[src/rtl/expu_job_ctrl.sv]
// ---------------------------------------------------------------------------
// expu_job_ctrl : job sequencer feeding expu_top with strobed, credit-bounded beats
// rev 1.0
// ---------------------------------------------------------------------------
`default_nettype none

module expu_job_ctrl #(
   parameter int N_ROWS          = 8,
   parameter int WIDTH           = 16,
   parameter int LEN_W           = 16,
   parameter int MAX_OUTSTANDING = 8
) (
   input  logic                      clk_i,
   input  logic                      rst_i,
   input  logic                      cfg_valid_i,
   output logic                      cfg_ready_o,
   input  logic [LEN_W-1:0]          cfg_len_i,
   input  logic                      abort_i,
   output logic                      busy_o,
   output logic                      done_o,
   input  logic                      in_valid_i,
   output logic                      in_ready_o,
   input  logic [N_ROWS*WIDTH-1:0]   in_data_i,
   output logic                      expu_enable_o,
   output logic                      expu_clear_o,
   output logic                      expu_valid_o,
   input  logic                      expu_ready_i,
   output logic [N_ROWS-1:0]         expu_strb_o,
   output logic [N_ROWS*WIDTH-1:0]   expu_op_o,
   input  logic                      expu_valid_i,
   output logic                      expu_ready_o,
   input  logic [N_ROWS*WIDTH-1:0]   expu_res_i,
   input  logic [N_ROWS-1:0]         expu_strb_i,
   output logic                      out_valid_o,
   input  logic                      out_ready_i,
   output logic [N_ROWS*WIDTH-1:0]   out_data_o,
   output logic [N_ROWS-1:0]         out_strb_o,
   output logic                      out_last_o
);

   localparam int TAIL_W = (N_ROWS > 1) ? $clog2(N_ROWS) : 1;

   localparam logic [1:0] IDLE  = 2'd0;
   localparam logic [1:0] RUN   = 2'd1;
   localparam logic [1:0] FLUSH = 2'd2;

   logic [1:0]        state;
   logic [LEN_W-1:0]  beats;
   logic [LEN_W-1:0]  issued;
   logic [LEN_W-1:0]  retired;
   logic [TAIL_W-1:0] tail;
   logic              done_q;
   logic              clear_q;

   logic [LEN_W-1:0]  len_quot;
   logic [TAIL_W-1:0] len_rem;
   logic [LEN_W-1:0]  beats_next;
   logic [LEN_W-1:0]  beats_m1;
   logic [LEN_W-1:0]  outstanding;
   logic [N_ROWS-1:0] tail_mask;
   logic              run_act;
   logic              issue_hs;
   logic              retire_hs;

   // Quotient plus a carry-in for the remainder: cannot overflow at 2^LEN_W-1.
   assign len_quot   = cfg_len_i / LEN_W'(N_ROWS);
   assign len_rem    = TAIL_W'(cfg_len_i % LEN_W'(N_ROWS));
   assign beats_next = len_quot + {{(LEN_W-1){1'b0}}, (len_rem != '0)};

   assign beats_m1    = beats - LEN_W'(1);
   assign outstanding = issued - retired;

   // Abort wins over both handshakes in the cycle it is seen.
   assign run_act = (state == RUN) & ~abort_i;

   always_comb begin
      tail_mask = '0;
      for (int i = 0; i < N_ROWS; i++) begin
         tail_mask[i] = (TAIL_W'(i) < tail);
      end
   end

   assign cfg_ready_o   = (state == IDLE);
   assign busy_o        = (state != IDLE);
   assign expu_enable_o = (state == RUN) | (state == FLUSH);
   assign done_o        = done_q;
   assign expu_clear_o  = clear_q;

   assign expu_valid_o = run_act & in_valid_i & (issued < beats) &
                         (outstanding < LEN_W'(MAX_OUTSTANDING));
   assign in_ready_o   = expu_valid_o & expu_ready_i;
   assign expu_op_o    = (state == RUN) ? in_data_i : '0;
   assign expu_strb_o  = (state != RUN)                          ? '0 :
                         ((issued == beats_m1) && (tail != '0)) ? tail_mask : '1;

   assign out_valid_o  = run_act & expu_valid_i;
   assign expu_ready_o = run_act & out_ready_i;
   assign out_data_o   = (state == RUN) ? expu_res_i : '0;
   assign out_strb_o   = (state == RUN) ? expu_strb_i : '0;
   assign out_last_o   = out_valid_o & (retired == beats_m1);

   assign issue_hs  = in_ready_o;
   assign retire_hs = out_valid_o & out_ready_i;

   always_ff @(posedge clk_i) begin
      if (rst_i) begin
         state   <= IDLE;
         beats   <= '0;
         tail    <= '0;
         issued  <= '0;
         retired <= '0;
         done_q  <= 1'b0;
         clear_q <= 1'b0;
      end else begin
         done_q  <= 1'b0;
         clear_q <= 1'b0;
         case (state)
            IDLE: begin
               if (cfg_valid_i) begin
                  if (cfg_len_i == '0) begin
                     done_q <= 1'b1;
                  end else begin
                     state   <= RUN;
                     beats   <= beats_next;
                     tail    <= len_rem;
                     issued  <= '0;
                     retired <= '0;
                  end
               end
            end
            RUN: begin
               if (abort_i) begin
                  state   <= FLUSH;
                  clear_q <= 1'b1;
               end else begin
                  if (issue_hs) begin
                     issued <= issued + LEN_W'(1);
                  end
                  if (retire_hs) begin
                     if (out_last_o) begin
                        state   <= IDLE;
                        done_q  <= 1'b1;
                        beats   <= '0;
                        tail    <= '0;
                        issued  <= '0;
                        retired <= '0;
                     end else begin
                        retired <= retired + LEN_W'(1);
                     end
                  end
               end
            end
            FLUSH: begin
               state   <= IDLE;
               beats   <= '0;
               tail    <= '0;
               issued  <= '0;
               retired <= '0;
            end
            default: begin
               state <= IDLE;
            end
         endcase
      end
   end

endmodule

`default_nettype wire

[config.mk]
export PLATFORM = sky130hd
export DESIGN_NAME = expu_job_ctrl
export DESIGN_NICKNAME = d
export VERILOG_FILES = /design/src/rtl/expu_job_ctrl.sv
export SDC_FILE = /design/constraint.sdc
export NUM_CORES = 1
export LEC_CHECK = 0
export CAP_MARGIN = 10
export CORE_AREA = 4 4 219 221
export CTS_BUF_LIST = sky130_fd_sc_hd__clkbuf_2 sky130_fd_sc_hd__clkbuf_4 sky130_fd_sc_hd__clkbuf_8
export DETAILED_ROUTE_END_ITERATION = 8
export DIE_AREA = 0 0 223 225
export GPL_ROUTABILITY_DRIVEN = 0
export PLACE_DENSITY_LB_ADDON = 0.12
export SLEW_MARGIN = 20
export SYNTH_ARGS = -nofsm -noshare
export SYNTH_HDL_FRONTEND = slang
export SYNTH_SLANG_ARGS = --single-unit
export TNS_END_PERCENT = 1
[constraint.sdc]
create_clock -name clk_i -period 6.1 [get_ports clk_i]
set_input_delay 0.61 -clock clk_i [delete_from_list [all_inputs] [get_ports clk_i]]
set_output_delay 0.61 -clock clk_i [all_outputs]
set_load 0.02 [all_outputs]
==> impl_metrics.tcl <==
set metrics [dict create \
    start_kind "register" \
    p_leak_nw 4.96 \
    holdPathEnd "state[1]" \
    slew_viol_final 0 \
    placed_cell_area_um2 13200 \
    timing.rr.end "retired[11]" \
    cts_resized 0 \
    drc 0 \
    p_int_mw 1.32 \
    relSlewSlack_pct 45.8 \
    tightest_slew_ns 0.813 \
    viasPerCell 4.68 \
    synth_compound_area_share_pct 17.0 \
    dp_hpwl_um 64000 \
    start_util_pct 15.0 \
    skew_ns 0.0135 \
    dpl.cell_count 2091 \
    vias 9864 \
    drtPass1Iterations 5 \
    syn_inst 971 \
    swShare_pct 50.8 \
    synth.distinct_cells 78 \
    critPathKind "register to output port" \
    ctsRootBufferMaster "clkbuf_8" \
    yosys-mux-area-fraction_pct 2.49 \
    cp_max_fo 16 \
    ir_worst_vdd_v 0.0000778 \
    hp-start "state[1]" \
    synth_edf_count 0 \
    synth_top_family_by_area "simple AND/OR/NAND/NOR gates" \
    setup_violations 0 \
    clock_latency_ns 0.34 \
    final_cells 2109 \
    cp-end-kind "output port" \
    rsz0062_at_grt "no" \
    r2r-start "beats[0]" \
    ys_ff_latch 53 \
    ys_seq_area_share_pct 15.3 \
    synth.avg_cell_area_um2 7.15 \
    pwr-share-clk_pct 8.6 \
    async_flop_share_pct 0 \
    gr-total-overflow 0 \
    htree_levels 2 \
    clk_pin_slew_worst_paths_ns 0.12 \
    r2r_slack_ns 1.75 \
    final_area_um2 13300 \
    synth_flop_cell "dfxtp_1" \
    hold_viol 0 \
    ant_nets 0 \
    fmax_ghz 0.198 \
    top_usage_layer "met1" \
    period_share_pct 82.7 \
    nets 1815 \
    pwr-share-comb_pct 75.5 \
    antenna_found_initial 52 \
    track_usage_pct 26.6 \
    syn_to_final_growth_pct 91.6 \
    p_per_area_nw_per_um2 201 \
    met2_usage_pct 35.5 \
    status "finished, final reports clean" \
    hold_buffers 0 \
    use_met3_pct 13.0 \
    yosys.area_share.adder_pct 6.49 \
    p_seq_share_pct 15.9 \
    crit_arrival_ns 4.43 \
    required_ns 5.49 \
    setup_tns_ns 0 \
    cts_buffers 5 \
    syn_area_um2 6940 \
    synth_xor_area_share_pct 7.39 \
    use_met1_pct 39.7 \
    grt_pass1_wl_um 90700 \
    max_cap_viol_count 0 \
    io_pins 570 \
    post_cts_buffers 0 \
    switching_power_mw 1.36 \
    core_area_um2 46200 \
    drive_gt1_share_pct 2.48 \
    yosys_warnings 0 \
    power_mw 2.68 \
    rows 79 \
    routedWlPerCell_um 33.5 \
    cts_tree "done" \
    dieHeight_um 225 \
    clock-sinks 53 \
    drtIter0Drc 949 \
    syn_nets 1295 \
    fin_hold_ws_ns 0.522 \
    dieWidth_um 223 \
    cts_buffer_depth 2 \
    r2r.worst_path.cells 10 \
    holdPathStages 2 \
    synth-simple-area-share_pct 44.8 \
    period_minus_slack_ns 5.04 \
    routed_wirelength_um 70700 \
    first_global_vias 9142 \
    worstHoldPathType "register to register" \
    grt_max_degree 105 \
    portBuffers 569 \
    dieArea_um2 50200 \
]
==> cell usage in the layout, fill, tap and decap left out, types with 9 or more instances in the layout <==
cell,n
a21o_1,12
a21oi_1,34
and2_1,268
and3_1,18
clkdlybuf4s50_1,569
dfxtp_1,53
diode_2,10
ha_1,35
inv_1,48
mux2i_1,15
nand2_1,37
nand2b_1,12
nand3_1,33
nand4_1,16
nor2_1,83
nor3_1,10
nor4_1,10
o211ai_1,13
o21ai_0,19
or4_1,9
xnor2_1,39
xor2_1,17
==> through the flow <==
step / setup WS (ns) / util [%]
2_1_floorplan: 2.24 / -
3_3_place_gp: 1.36 / 28.6
3_5_place_dp: 1.34 / 28.6
4_1_cts: 0.932 / 28.8
5_1_grt: 0.794 / 28.8
6_report: 1.06 / 28.8
==> state kept, by name, summed over array words and instances, names as in the netlist <==
name and flops:
state 2, expu_clear_o 1, tail 3, retired 16
issued 16, done_o 1, beats 14
==> layer usage <==
metal | wire length (um) | share of wire [%] | vias up
met4 | 601 | 0.85 | 40
li1 | - | - | 4405
met1 | 33500 | 47 | 4722
met3 | 9470 | 13 | 72
met5 | 270 | 0.38 | -
met2 | 26800 | 38 | 625
==> power groups by stage <==
stage / Sequential [mW] / Combinational, mW / Clock, mW
2_1_floorplan: 0.394 / 1.01 / 0
3_5_place_dp: 0.433 / 2.00 / 0
6_report: 0.425 / 2.02 / 0.230
3_3_place_gp: 0.432 / 2.00 / 0
5_1_grt: 0.428 / 2.11 / 0.249
4_1_cts: 0.424 / 2.01 / 0.237
==> worst max-delay path, stage by stage (launching register included) <==
cell             delay (ns)
dfxtp_1                0.51
inv_1                  0.09
ha_1                   0.45
xor2_1                 0.24
o21ai_0                0.17
a21oi_1                0.06
or4_1                  0.53
or3_1                  0.31
a2111oi_1              0.60
buf_4                  0.24
a21oi_1                0.11
a31o_2                 0.24
clkdlybuf4s50_1        0.53
==> cells by family after synthesis <==
| kind of cell | Yosys count |
|---|---|
| fa+ha+maj | 36 |
| xor+xnor | 57 |
| mux | 17 |
| flops | 53 |
| simple gates | 538 |
| compound gates | 161 |
| buf+inv | 109 |
==> worst max path at each step <==
stage                        start             end
final                     beats[0]  expu_strb_o[2]
after global routing      beats[0]  expu_strb_o[2]
after CTS                 beats[0]  expu_strb_o[2]
after detailed placement  beats[0]  expu_strb_o[2]
after global placement    beats[0]  expu_strb_o[2]
after floorplan           beats[0]  expu_strb_o[2]
==> synthesized netlist by cell type, types with 4 or more instances <==
cell type / n / share of area, %
and2_1: 268 / 24
nor2_1: 83 / 4.5
dfxtp_1: 53 / 15
clkbuf_1: 50 / 2.7
inv_1: 48 / 2.6
xnor2_1: 39 / 4.9
nand2_1: 37 / 2.0
ha_1: 36 / 6.5
a21oi_1: 34 / 2.5
nand3_1: 33 / 2.4
o21ai_0: 19 / 1.4
and3_1: 18 / 1.6
xor2_1: 17 / 2.1
nand4_1: 16 / 1.4
mux2i_1: 15 / 2.2
o211ai_1: 13 / 1.4
a21o_1: 12 / 1.3
nand2b_1: 12 / 1.1
nor3_1: 10 / 0.72
nor4_1: 10 / 0.90
or4_1: 9 / 0.97
o21a_1: 8 / 0.87
a211o_1: 7 / 0.88
a31oi_1: 7 / 0.63
nor2b_1: 6 / 0.54
or3_1: 6 / 0.54
a2111oi_0: 5 / 0.63
buf_6: 5 / 0.81
nand3b_1: 5 / 0.54
or2_2: 5 / 0.45
a41oi_1: 4 / 0.50
buf_2: 4 / 0.29
o2111ai_1: 4 / 0.50
o31ai_1: 4 / 0.43
==> layout make-up <==
| class | instances | area, um^2 |
|---|---|---|
| antenna | 10 | 25.0 |
| clock buffer | 5 | 68.8 |
| clock inverter | 3 | 26.3 |
| fill | 5031 | 32900 |
| inverter | 48 | 180 |
| multi-input combinational | 809 | 5450 |
| sequential | 53 | 1060 |
| tap | 607 | 759 |
| timing repair buffer | 574 | 5730 |
No activity file was read; power rests on OpenSTA's default activity.
